==> config.mk <==
export PLATFORM = sky130hd
export DESIGN_NAME = adc_serial_if
export DESIGN_NICKNAME = d
export VERILOG_FILES = /design/src/rtl/adc_serial_if_pkg.sv /design/src/rtl/adc_sclk_gen.sv /design/src/rtl/adc_serial_if.sv
export SDC_FILE = /design/constraint.sdc
export NUM_CORES = 1
export LEC_CHECK = 0
export ABC_AREA = 1
export BUFFER_PORTS_ARGS = -buffer_cell sky130_fd_sc_hd__buf_4
export CAP_MARGIN = 5
export CORE_ASPECT_RATIO = 0.9
export CORE_UTILIZATION = 62
export DETAILED_ROUTE_END_ITERATION = 8
export PLACE_DENSITY = 0.79
export SLEW_MARGIN = 20
export SYNTH_ARGS = -nofsm -noshare
export SYNTH_HDL_FRONTEND = slang
export SYNTH_HIERARCHICAL = 1
export SYNTH_SLANG_ARGS = --single-unit
==> constraint.sdc <==
create_clock -name clk_i -period 2.35 [get_ports clk_i]
set_input_delay 0.235 -clock clk_i [delete_from_list [all_inputs] [get_ports clk_i]]
set_output_delay 0.235 -clock clk_i [all_outputs]
set_load 0.1 [all_outputs]
==> src/rtl/adc_serial_if_pkg.sv <==
// Shared constants for the serial ADC responder: one-hot FSM encoding and default frame geometry.
package adc_serial_if_pkg;

    localparam int unsigned LEAD_BITS_DEF = 4;
    localparam int unsigned DATA_W_DEF    = 12;
    localparam int unsigned STATE_W       = 5;

    typedef enum logic [STATE_W-1:0] {
        ST_IDLE     = 5'b00001,
        ST_CS_SETUP = 5'b00010,
        ST_SHIFT    = 5'b00100,
        ST_DONE     = 5'b01000,
        ST_QUIET    = 5'b10000
    } state_t;

endpackage

==> src/rtl/adc_sclk_gen.sv <==
// SCLK generator: after start, emits NBITS periods of CLK_DIV cycles low then CLK_DIV cycles high.
module adc_sclk_gen #(
    parameter int unsigned CLK_DIV = 4,
    parameter int unsigned NBITS   = 16
) (
    input  logic clk_i,
    input  logic reset_n,
    input  logic start,
    output logic sclk,
    output logic busy,
    output logic rise_c,
    output logic done_c
);

    localparam int unsigned DIV_W = $clog2(CLK_DIV);
    localparam int unsigned BIT_W = $clog2(NBITS);

    logic [DIV_W-1:0] div_cnt;
    logic [BIT_W-1:0] bit_cnt;
    logic             half_end_c;

    assign half_end_c = busy && (div_cnt == DIV_W'(CLK_DIV - 1));
    assign rise_c     = half_end_c && !sclk;
    assign done_c     = rise_c && (bit_cnt == BIT_W'(NBITS - 1));

    // sclk idles high; the bit counter advances on each falling edge after the first
    always_ff @(posedge clk_i) begin
        if (!reset_n) begin
            sclk    <= 1'b1;
            busy    <= 1'b0;
            div_cnt <= '0;
            bit_cnt <= '0;
        end else if (start) begin
            sclk    <= 1'b0;
            busy    <= 1'b1;
            div_cnt <= '0;
            bit_cnt <= '0;
        end else if (busy) begin
            if (half_end_c) begin
                div_cnt <= '0;
                sclk    <= !sclk;
                if (sclk) begin
                    bit_cnt <= bit_cnt + BIT_W'(1);
                end
                if (done_c) begin
                    busy <= 1'b0;
                end
            end else begin
                div_cnt <= div_cnt + DIV_W'(1);
            end
        end
    end

endmodule

==> src/rtl/adc_serial_if.sv <==
// ADC-side responder: a request edge triggers one serial ADC conversion, then rdy rises with the sample.
// Optional ADC_SERIAL_IF_TEST_PATTERN_EN returns an incrementing counter instead of ADC data.
module adc_serial_if
    import adc_serial_if_pkg::*;
#(
    parameter int unsigned CLK_DIV      = 4,
    parameter int unsigned LEAD_BITS    = LEAD_BITS_DEF,
    parameter int unsigned DATA_W       = DATA_W_DEF,
    parameter int unsigned QUIET_CYCLES = 8
) (
    input  logic              clk_i,
    input  logic              reset_n,
    input  logic              adc_data_req_i,
    output logic              adc_data_rdy_o,
    output logic [DATA_W-1:0] adc_data_o,
    output logic              lead_err_o,
    output logic              adc_cs_n_o,
    output logic              adc_sclk_o,
    input  logic              adc_sdata_i
);

    localparam int unsigned NBITS   = LEAD_BITS + DATA_W;
    localparam int unsigned CNT_MAX = (CLK_DIV > QUIET_CYCLES) ? CLK_DIV : QUIET_CYCLES;
    localparam int unsigned CNT_W   = $clog2(CNT_MAX);

    logic             req_s1, req_s2, req_s3, req_re;
    state_t           state;
    logic [CNT_W-1:0] cnt;
    logic             pending;
    logic [NBITS-1:0] shift_q;
    logic             gen_start_c, gen_busy, gen_rise_c, gen_done_c;
`ifdef ADC_SERIAL_IF_TEST_PATTERN_EN
    logic [DATA_W-1:0] pat_cnt;
`endif

    // While in reset s2/s3 track together so a level already high at release is not an edge
    always_ff @(posedge clk_i) begin
        req_s1 <= adc_data_req_i;
        req_s2 <= req_s1;
        if (!reset_n) begin
            req_s3 <= req_s1;
            req_re <= 1'b0;
        end else begin
            req_s3 <= req_s2;
            req_re <= req_s2 & ~req_s3;
        end
    end

    assign gen_start_c = (state == ST_CS_SETUP) && (cnt == CNT_W'(CLK_DIV - 1)) && !gen_busy;

    adc_sclk_gen #(
        .CLK_DIV (CLK_DIV),
        .NBITS   (NBITS)
    ) u_sclk_gen (
        .clk_i   (clk_i),
        .reset_n (reset_n),
        .start   (gen_start_c),
        .sclk    (adc_sclk_o),
        .busy    (gen_busy),
        .rise_c  (gen_rise_c),
        .done_c  (gen_done_c)
    );

    always_ff @(posedge clk_i) begin
        if (!reset_n) begin
            state          <= ST_IDLE;
            cnt            <= '0;
            pending        <= 1'b0;
            shift_q        <= '0;
            adc_data_rdy_o <= 1'b1;
            adc_data_o     <= '0;
            lead_err_o     <= 1'b0;
            adc_cs_n_o     <= 1'b1;
`ifdef ADC_SERIAL_IF_TEST_PATTERN_EN
            pat_cnt        <= '0;
`endif
        end else begin
            if (req_re && (state != ST_IDLE)) begin
                pending <= 1'b1;
            end
            if (gen_rise_c) begin
                shift_q <= {shift_q[NBITS-2:0], adc_sdata_i};
            end
            case (state)
                ST_IDLE: begin
                    if (req_re || pending) begin
                        state          <= ST_CS_SETUP;
                        cnt            <= '0;
                        adc_cs_n_o     <= 1'b0;
                        adc_data_rdy_o <= 1'b0;
                        pending        <= 1'b0;
                    end
                end
                ST_CS_SETUP: begin
                    if (gen_start_c) begin
                        state <= ST_SHIFT;
                    end else begin
                        cnt <= cnt + CNT_W'(1);
                    end
                end
                ST_SHIFT: begin
                    if (gen_done_c) begin
                        state <= ST_DONE;
                    end
                end
                ST_DONE: begin
`ifdef ADC_SERIAL_IF_TEST_PATTERN_EN
                    adc_data_o <= pat_cnt;
                    lead_err_o <= 1'b0;
                    pat_cnt    <= pat_cnt + DATA_W'(1);
`else
                    adc_data_o <= shift_q[DATA_W-1:0];
                    lead_err_o <= |shift_q[NBITS-1:DATA_W];
`endif
                    adc_data_rdy_o <= 1'b1;
                    adc_cs_n_o     <= 1'b1;
                    cnt            <= '0;
                    state          <= ST_QUIET;
                end
                ST_QUIET: begin
                    if (cnt == CNT_W'(QUIET_CYCLES - 1)) begin
                        state <= ST_IDLE;
                    end else begin
                        cnt <= cnt + CNT_W'(1);
                    end
                end
                default: state <= ST_IDLE;
            endcase
        end
    end

endmodule

==> metrics.md, run 1 <==
| Metric | Value |
|---|---|
| Status | `finished clean` |
| Largest cells by area after synthesis | `dfxtp_1 49%, nor2_1 14%, o21ai_0 7.7%` |
| Routed len/inst | `11.1 um` |
| Multi-input logic area | `911 um^2` |
| Crit Path Class | `register to register` |
| Slew @ Worst Pin | `approximately 0.46 ns` |
| Top_reg_cell synth | `dfxtp_1` |
| Final Cycle Share | `0.723` |
| Final Skew | `0.00526 ns` |
| Post-synth top cells | `78 x nor2_1, 51 x dfxtp_1, 32 x o21ai_0` |
| # IOs | `20` |
| Netlist Area Pre-Place | `2090 um^2` |
| Critical Path AT | `between 1.5 and 2 ns` |
| Final layout net count | `301` |
| Highest Clock Rate | `approximately 0.59 GHz` |
| Pwr/cell area | `about 710 nW/um^2` |
| Post-synth EDFFs | `0` |
| CP startpoint kind | `register` |
| Via count | `1691` |
| Avg Cell Area, Syn | `around 7.6 um^2` |
| Grt total ovfl | `0` |
| Yosys cell types | `27` |
| Slew margin rel. | `0.690` |
| CTS Buffer Depth | `2` |
| Vias in the first global route | `1467` |
| Area growth syn-to-layout | `12.8%` |
| Min-Delay Path Class | `primary input to register` |
| Core box area | `3140 um^2` |
| Area leader, netlist | `dfxtp_1` |
| DR iter-0 viols | `60` |
| Initial DRT Pass Iterations | `4` |
| Share of the synthesized area in the top cell type | `0.489` |
| Die Footprint | `3600 um^2` |
| HPWL after DPL | `2500 um` |
| GP Congestion | `between 0.9 and 1` |
| Cell Rows | `19` |
| Fin. Hold Viols | `0` |
| GRT Overall Usage | `0.231` |
| Global-route wire length before repair | `6420 um` |
| Seq/Total Area, Yosys | `0.489` |
| Top-count cell post-synth | `nor2_1` |
| Layout cells sized above 1 | `0.147` |
| Die W | `63.2 um` |
| Die height | `57.0 um` |
| Final max-slew violation count | `0` |
| # diodes | `0` |
| Total wire length | `3710 um` |
| Tmin final | `~1.7 ns` |
| Final worst slack | `0.651 ns` |
| Syn_nets | `283` |
| Post-Syn Instances | `roughly 270` |
| Req. time, crit path | `2.53 ns` |
| Seq cells post-synth | `51` |
| Async S/R FF share, synth | `0` |
| Largest net degree at the start of global routing | `39` |
| Maximum capacitance violations | `0` |
| CTS buffer count | `5` |
| Sequential cell area | `around 1000 um^2` |
| Hold-fix buffers, CTS | `0` |
| Yosys warns | `6` |
| Post-CTS sizing | `0` |
| Worst-path clk slew | `0.09 ns` |
| Root buf cell | `clkbuf_8` |
| Setup violators final | `0` |
| RSZ-0062 raised after global routing | `no` |
| CTS tree | `yes` |
| Maximum VDD drop | `0.000533 V` |
| CTS H-tree depth | `2` |
| Initial Utilization | `0.665` |
| Postcts setup bufs | `0` |
| Buffers on Ports | `19` |
| Worst hold slack | `0.0316 ns` |
| Pre-CTS setup slack | `0.685 ns` |
| ANT nets after route | `0` |
| Critical path endpoint category | `register` |
| # fillers | `268` |
| Initial antenna violation count | `0` |
| Tot Pwr | `1.66 mW` |
| Clock sinks | `51` |
| Setup TNS Final | `0 ns` |
| Insertion delay to the later sink of the worst-skew pair | `approximately 0.3 ns` |
| Pleak | `1.10 nW` |
| Vias/cell | `about 5` |
| CP max FO | `4` |
| DRC violation count after routing | `0` |
## critical path, cell delays in order (launching register included)
cell and delay [ns]:
dfxtp_1 0.36, ha_1 0.19, ha_1 0.15, inv_1 0.04
nor2_1 0.15, nand3_1 0.18, inv_1 0.09, inv_1 0.05
nand2_1 0.12, inv_1 0.11, nand2_1 0.07, o21ai_0 0.06
## cell usage in the layout, fill, tap and decap left out
cell	n
inv_1	24
nor2_2	4
o21ai_2	1
nand4_1	2
xnor2_1	1
xor2_1	1
nand3_4	1
dfxtp_1	51
nand3_2	1
ha_1	5
nand3b_1	1
bufinv_16	1
a21oi_1	9
nor4_1	2
nand3_1	13
a211oi_1	1
nand2_2	1
nor3_1	2
nor2_1	78
inv_2	3
nand2_1	28
buf_4	20
o21ai_0	32
clkinv_2	1
clkbuf_8	6
nor2_4	4
## per-stage QoR
stage          utilization  cell area, um^2  std cells
5_1_grt              0.750             2350        335
3_5_place_dp         0.713             2240        327
6_report             0.750             2350        335
4_1_cts              0.750             2350        335
2_1_floorplan            -             2090        274
3_3_place_gp         0.713             2240        327
## registers in the layout (all words and copies together), names as in the netlist
name / count
req_s3: 1
req_s1: 1
u_sclk_gen/div_cnt: 2
adc_cs_n_o: 1
adc_data_o: 12
req_s2: 1
cnt: 3
lead_err_o: 1
pending: 1
state: 5
u_sclk_gen/bit_cnt: 4
u_sclk_gen/busy: 1
req_re: 1
u_sclk_gen/sclk: 1
shift_q: 16
## worst paths after layout
path | startpoint | to | slack (ns) | cells after the start
max | cnt[0]$_SDFFE_PN0P_ | u_sclk_gen/sclk$_SDFFE_PN1P_ | 0.65 | 11
min | adc_data_req_i | req_s1$_DFF_P_ | 0.03 | 1
max reg2reg | cnt[0]$_SDFFE_PN0P_ | u_sclk_gen/sclk$_SDFFE_PN1P_ | 0.65 | 11
min reg2reg | req_s1$_DFF_P_ | req_s2$_DFF_P_ | 0.37 | 0
## metal layers
| metal | global-route usage | vias up | routed length [um] |
|---|---|---|---|
| met5 | 0 | - | 0 |
| met4 | 0.126 | 0 | 67 |
| met3 | 0.0480 | 7 | 96 |
| met2 | 0.366 | 22 | 1710 |
| met1 | 0.295 | 753 | 1840 |
| li1 | - | 909 | - |
## power breakdown
group	internal, mW	switching, mW
logic	0.0430	0.0955
clock network	0.345	0.282
registers	0.881	0.0139
total	1.27	0.391
## cell families (layout without fill, tap and decap cells)
kind of cell	after synthesis	in the layout	synth area share
buf+inv	36	55	0.0743
simple gates	137	137	0.292
flops	51	51	0.489
compound gates	43	43	0.106
xor+xnor	2	2	0.00839
fa+ha+maj	5	5	0.0300
## layout make-up
| type | count | area share |
|---|---|---|
| tap | 42 | 0.0223 |
| clock buffer | 6 | 0.0351 |
| inverter | 27 | 0.0431 |
| sequential | 51 | 0.434 |
| multi-input combinational | 187 | 0.387 |
| timing repair buffer | 20 | 0.0638 |
| clock inverter | 2 | 0.0149 |
Power figures use the tool's default switching activity.
==> run 2, diff against run 1 <==
- CORE_UTILIZATION: 62 -> 57
- PLACE_DENSITY: 0.79 -> 0.73
- clock period: 2.35 -> 1.71 ns (I/O delays scaled with it)
==> metrics.md, run 2 (synthesized netlist as in run 1, its figures left out) <==
| Metric | Value |
|---|---|
| Status | `finished clean` |
| DR iter-0 viols | `95 (+58%)` |
| Pleak | `1.12 nW (+1.0%)` |
| Fin. Hold Viols | `0 (unchanged)` |
| Clock sinks | `51 (unchanged)` |
| Tot Pwr | `2.23 mW (+35%)` |
| Vias/cell | `4.93 (-2.3%)` |
| Insertion delay to the later sink of the worst-skew pair | `0.30 ns (about the same)` |
| HPWL after DPL | `2590 um (+3.6%)` |
| R2R cell count | `11 (unchanged)` |
| Routed len/inst | `11.0 um (-0.70%)` |
| Crit. path cell count | `11 (unchanged)` |
| Initial antenna violation count | `0 (unchanged)` |
| DRC violation count after routing | `0 (unchanged)` |
| Buffers on Ports | `19 (unchanged)` |
| Cell Rows | `20 (+1)` |
| Final worst slack | `0.244 ns (-0.407 ns)` |
| RSZ-0062 raised after global routing | `no` |
| Worst path bufs/invs | `2 (-2)` |
| Commonest cells after routing, fill and taps aside | `77 x nor2_1, 50 x dfxtp_1, 32 x o21ai_0` |
| Die Footprint | `3910 um^2 (+8.5%)` |
| # IOs | `20 (unchanged)` |
| Maximum capacitance violations | `0 (unchanged)` |
| Final max-slew violation count | `0 (unchanged)` |
| Pwr/cell area | `932 nW/um^2 (+32%)` |
| CTS buffer count | `5 (unchanged)` |
| Req. time, crit path | `1.95 ns (-0.58 ns)` |
| Total wire length | `3750 um (+1.1%)` |
| CTS H-tree depth | `2 (unchanged)` |
| Worst-path clk slew | `0.09 ns (about the same)` |
| Slew margin rel. | `0.680 (-0.0101)` |
| Largest registers | `shift_q (16), adc_data_o (12), state (5)` |
| Tmin final | `1.47 ns (-0.233 ns)` |
| CP startpoint kind | `register` |
| Critical Path AT | `1.71 ns (-0.17 ns)` |
| Most used cell, CP | `nand2_1` |
| Layout cells sized above 1 | `0.172 (+0.0250)` |
| Postcts setup bufs | `0 (unchanged)` |
| Delay-heaviest family, CP | `simple AND/OR/NAND/NOR gates` |
| RR Startpoint | `u_sclk_gen/div_cnt[0]$_SDFFE_PP0P_` |
| Crit Path Class | `register to register` |
| Setup violators final | `0 (unchanged)` |
| Critical register-to-register path endpoint | `state[0]$_SDFFE_PN1P_` |
| Initial DRT Pass Iterations | `4 (unchanged)` |
| Slowest cell on crit path | `dfxtp_1` |
| Worst Hold Launch | `adc_sdata_i` |
| Final Skew | `0.00520 ns (-0.0000607 ns)` |
| Worst Hold End | `shift_q[0]$_SDFFE_PN0P_` |
| Root buf cell | `clkbuf_8` |
| CP max stage delay | `0.36 ns (about the same)` |
| Maximum VDD drop | `0.000747 V (+40%)` |
| Via count | `1682 (-0.53%)` |
| Reg-to-reg slack, setup | `0.24 ns (-0.41 ns)` |
| Setup TNS Final | `0 ns (unchanged)` |
| Pre-CTS setup slack | `0.167 ns (-0.517 ns)` |
| Critical path endpoint category | `register` |
| Die W | `65.8 um (+4.2%)` |
| CTS Buffer Depth | `2 (unchanged)` |
| Top Metal Used | `met4` |
| WL met1 | `1870 um (+1.8%)` |
| GP Congestion | `0.825 (-9.3%)` |
| Met2 WL post-DR | `1720 um (+0.53%)` |
| Most common cell after layout, fill and taps aside | `nor2_1` |
| ANT nets after route | `0 (unchanged)` |
| Largest Register | `shift_q` |
| Slew @ Worst Pin | `0.479 ns (+0.0151 ns)` |
| Max reg flops | `16 (unchanged)` |
| Initial Utilization | `0.609 (-0.0563)` |
| Final layout net count | `306 (+1.7%)` |
| Highest Clock Rate | `0.682 GHz (+16%)` |
| GRT Overall Usage | `0.214 (-0.0163)` |
| Die height | `59.4 um (+4.1%)` |
| Global-route wire length before repair | `6290 um (-2.0%)` |
| CP max FO | `3 (-1)` |
| Final Cycle Share | `0.857 (+0.134)` |
| Min-Delay Path Class | `primary input to register` |
| Area growth syn-to-layout | `14.8%` |
| # fillers | `285 (+6.3%)` |
| Vias in the first global route | `1475 (+0.55%)` |
| Grt total ovfl | `0 (unchanged)` |
| Largest net degree at the start of global routing | `27 (-31%)` |
| CTS tree | `yes` |
| Met3 wire length | `106 um (+10%)` |
| WHS Path Cells | `3 (+2)` |
| Core box area | `3430 um^2 (+9.3%)` |
| Crit-path cells | `ha_1, nand2_1, nor2_2, nand2_1, inv_1, inv_1, nand2_1, nand2_1, nor2_1, nand3_1, nand3_1` |
| # diodes | `0 (unchanged)` |
==> run 2: stage by stage <==
step,area [um^2],utilization,hold WS (ns),cells
2_1_floorplan,2090,-,0.199,274
3_3_place_gp,2270,0.662,0.281,333
3_5_place_dp,2270,0.662,0.282,333
4_1_cts,2390,0.696,0.0997,341
5_1_grt,2400,0.699,0.111,341
6_report,2400,0.699,0.105,341
==> run 2: where the power goes <==
part | total, mW | switching (mW) | internal, mW | leakage (nW)
Sequential | 1.23 | 0.0184 | 1.21 | 0.413
Combinational | 0.195 | 0.133 | 0.0626 | 0.652
Clock | 0.809 | 0.381 | 0.428 | 0.0502
Total | 2.23 | 0.532 | 1.70 | 1.12
==> run 2: area by class of cell <==
cell class	count	area, um^2	share of cell area
clock inverter	2	37.5	0.0157
timing repair buffer	25	190	0.0794
tap	44	55.1	0.0230
inverter	27	101	0.0423
clock buffer	5	68.8	0.0287
sequential	51	1020	0.427
multi-input combinational	187	921	0.384
==> run 2: what timing repair did <==
action,CTS,global route
hold buffers,1,0
endpoints found under the setup margin,0,4
resized for setup,0,4
hold endpoints to repair,1,0
==> run 2: how the worst max path moves through the flow <==
| stage | startpoint | endpoint | slack [ns] |
|---|---|---|---|
| after floorplan | adc_cs_n_o$_SDFFE_PN1P_ | adc_data_rdy_o | 0.17 |
| after global placement | cnt[0]$_SDFFE_PN0P_ | u_sclk_gen/sclk$_SDFFE_PN1P_ | 0.24 |
| after global routing | cnt[0]$_SDFFE_PN0P_ | u_sclk_gen/sclk$_SDFFE_PN1P_ | 0.04 |
| after detailed placement | cnt[0]$_SDFFE_PN0P_ | u_sclk_gen/sclk$_SDFFE_PN1P_ | 0.17 |
| final | u_sclk_gen/div_cnt[0]$_SDFFE_PP0P_ | state[0]$_SDFFE_PN1P_ | 0.24 |
| after CTS | cnt[0]$_SDFFE_PN0P_ | u_sclk_gen/sclk$_SDFFE_PN1P_ | 0.14 |
==> run 2: per-layer routing <==
layer / up-vias / track usage
met5: - / 0
met2: 23 / 0.332
met1: 740 / 0.280
met4: 0 / 0.102
met3: 7 / 0.0519
li1: 912 / -
==> run 2: worst min-delay path, delay by kind of cell <==
kind | cells | cell delay [ns]
simple gates | 2 | 0.12
buf+inv | 1 | 0.08
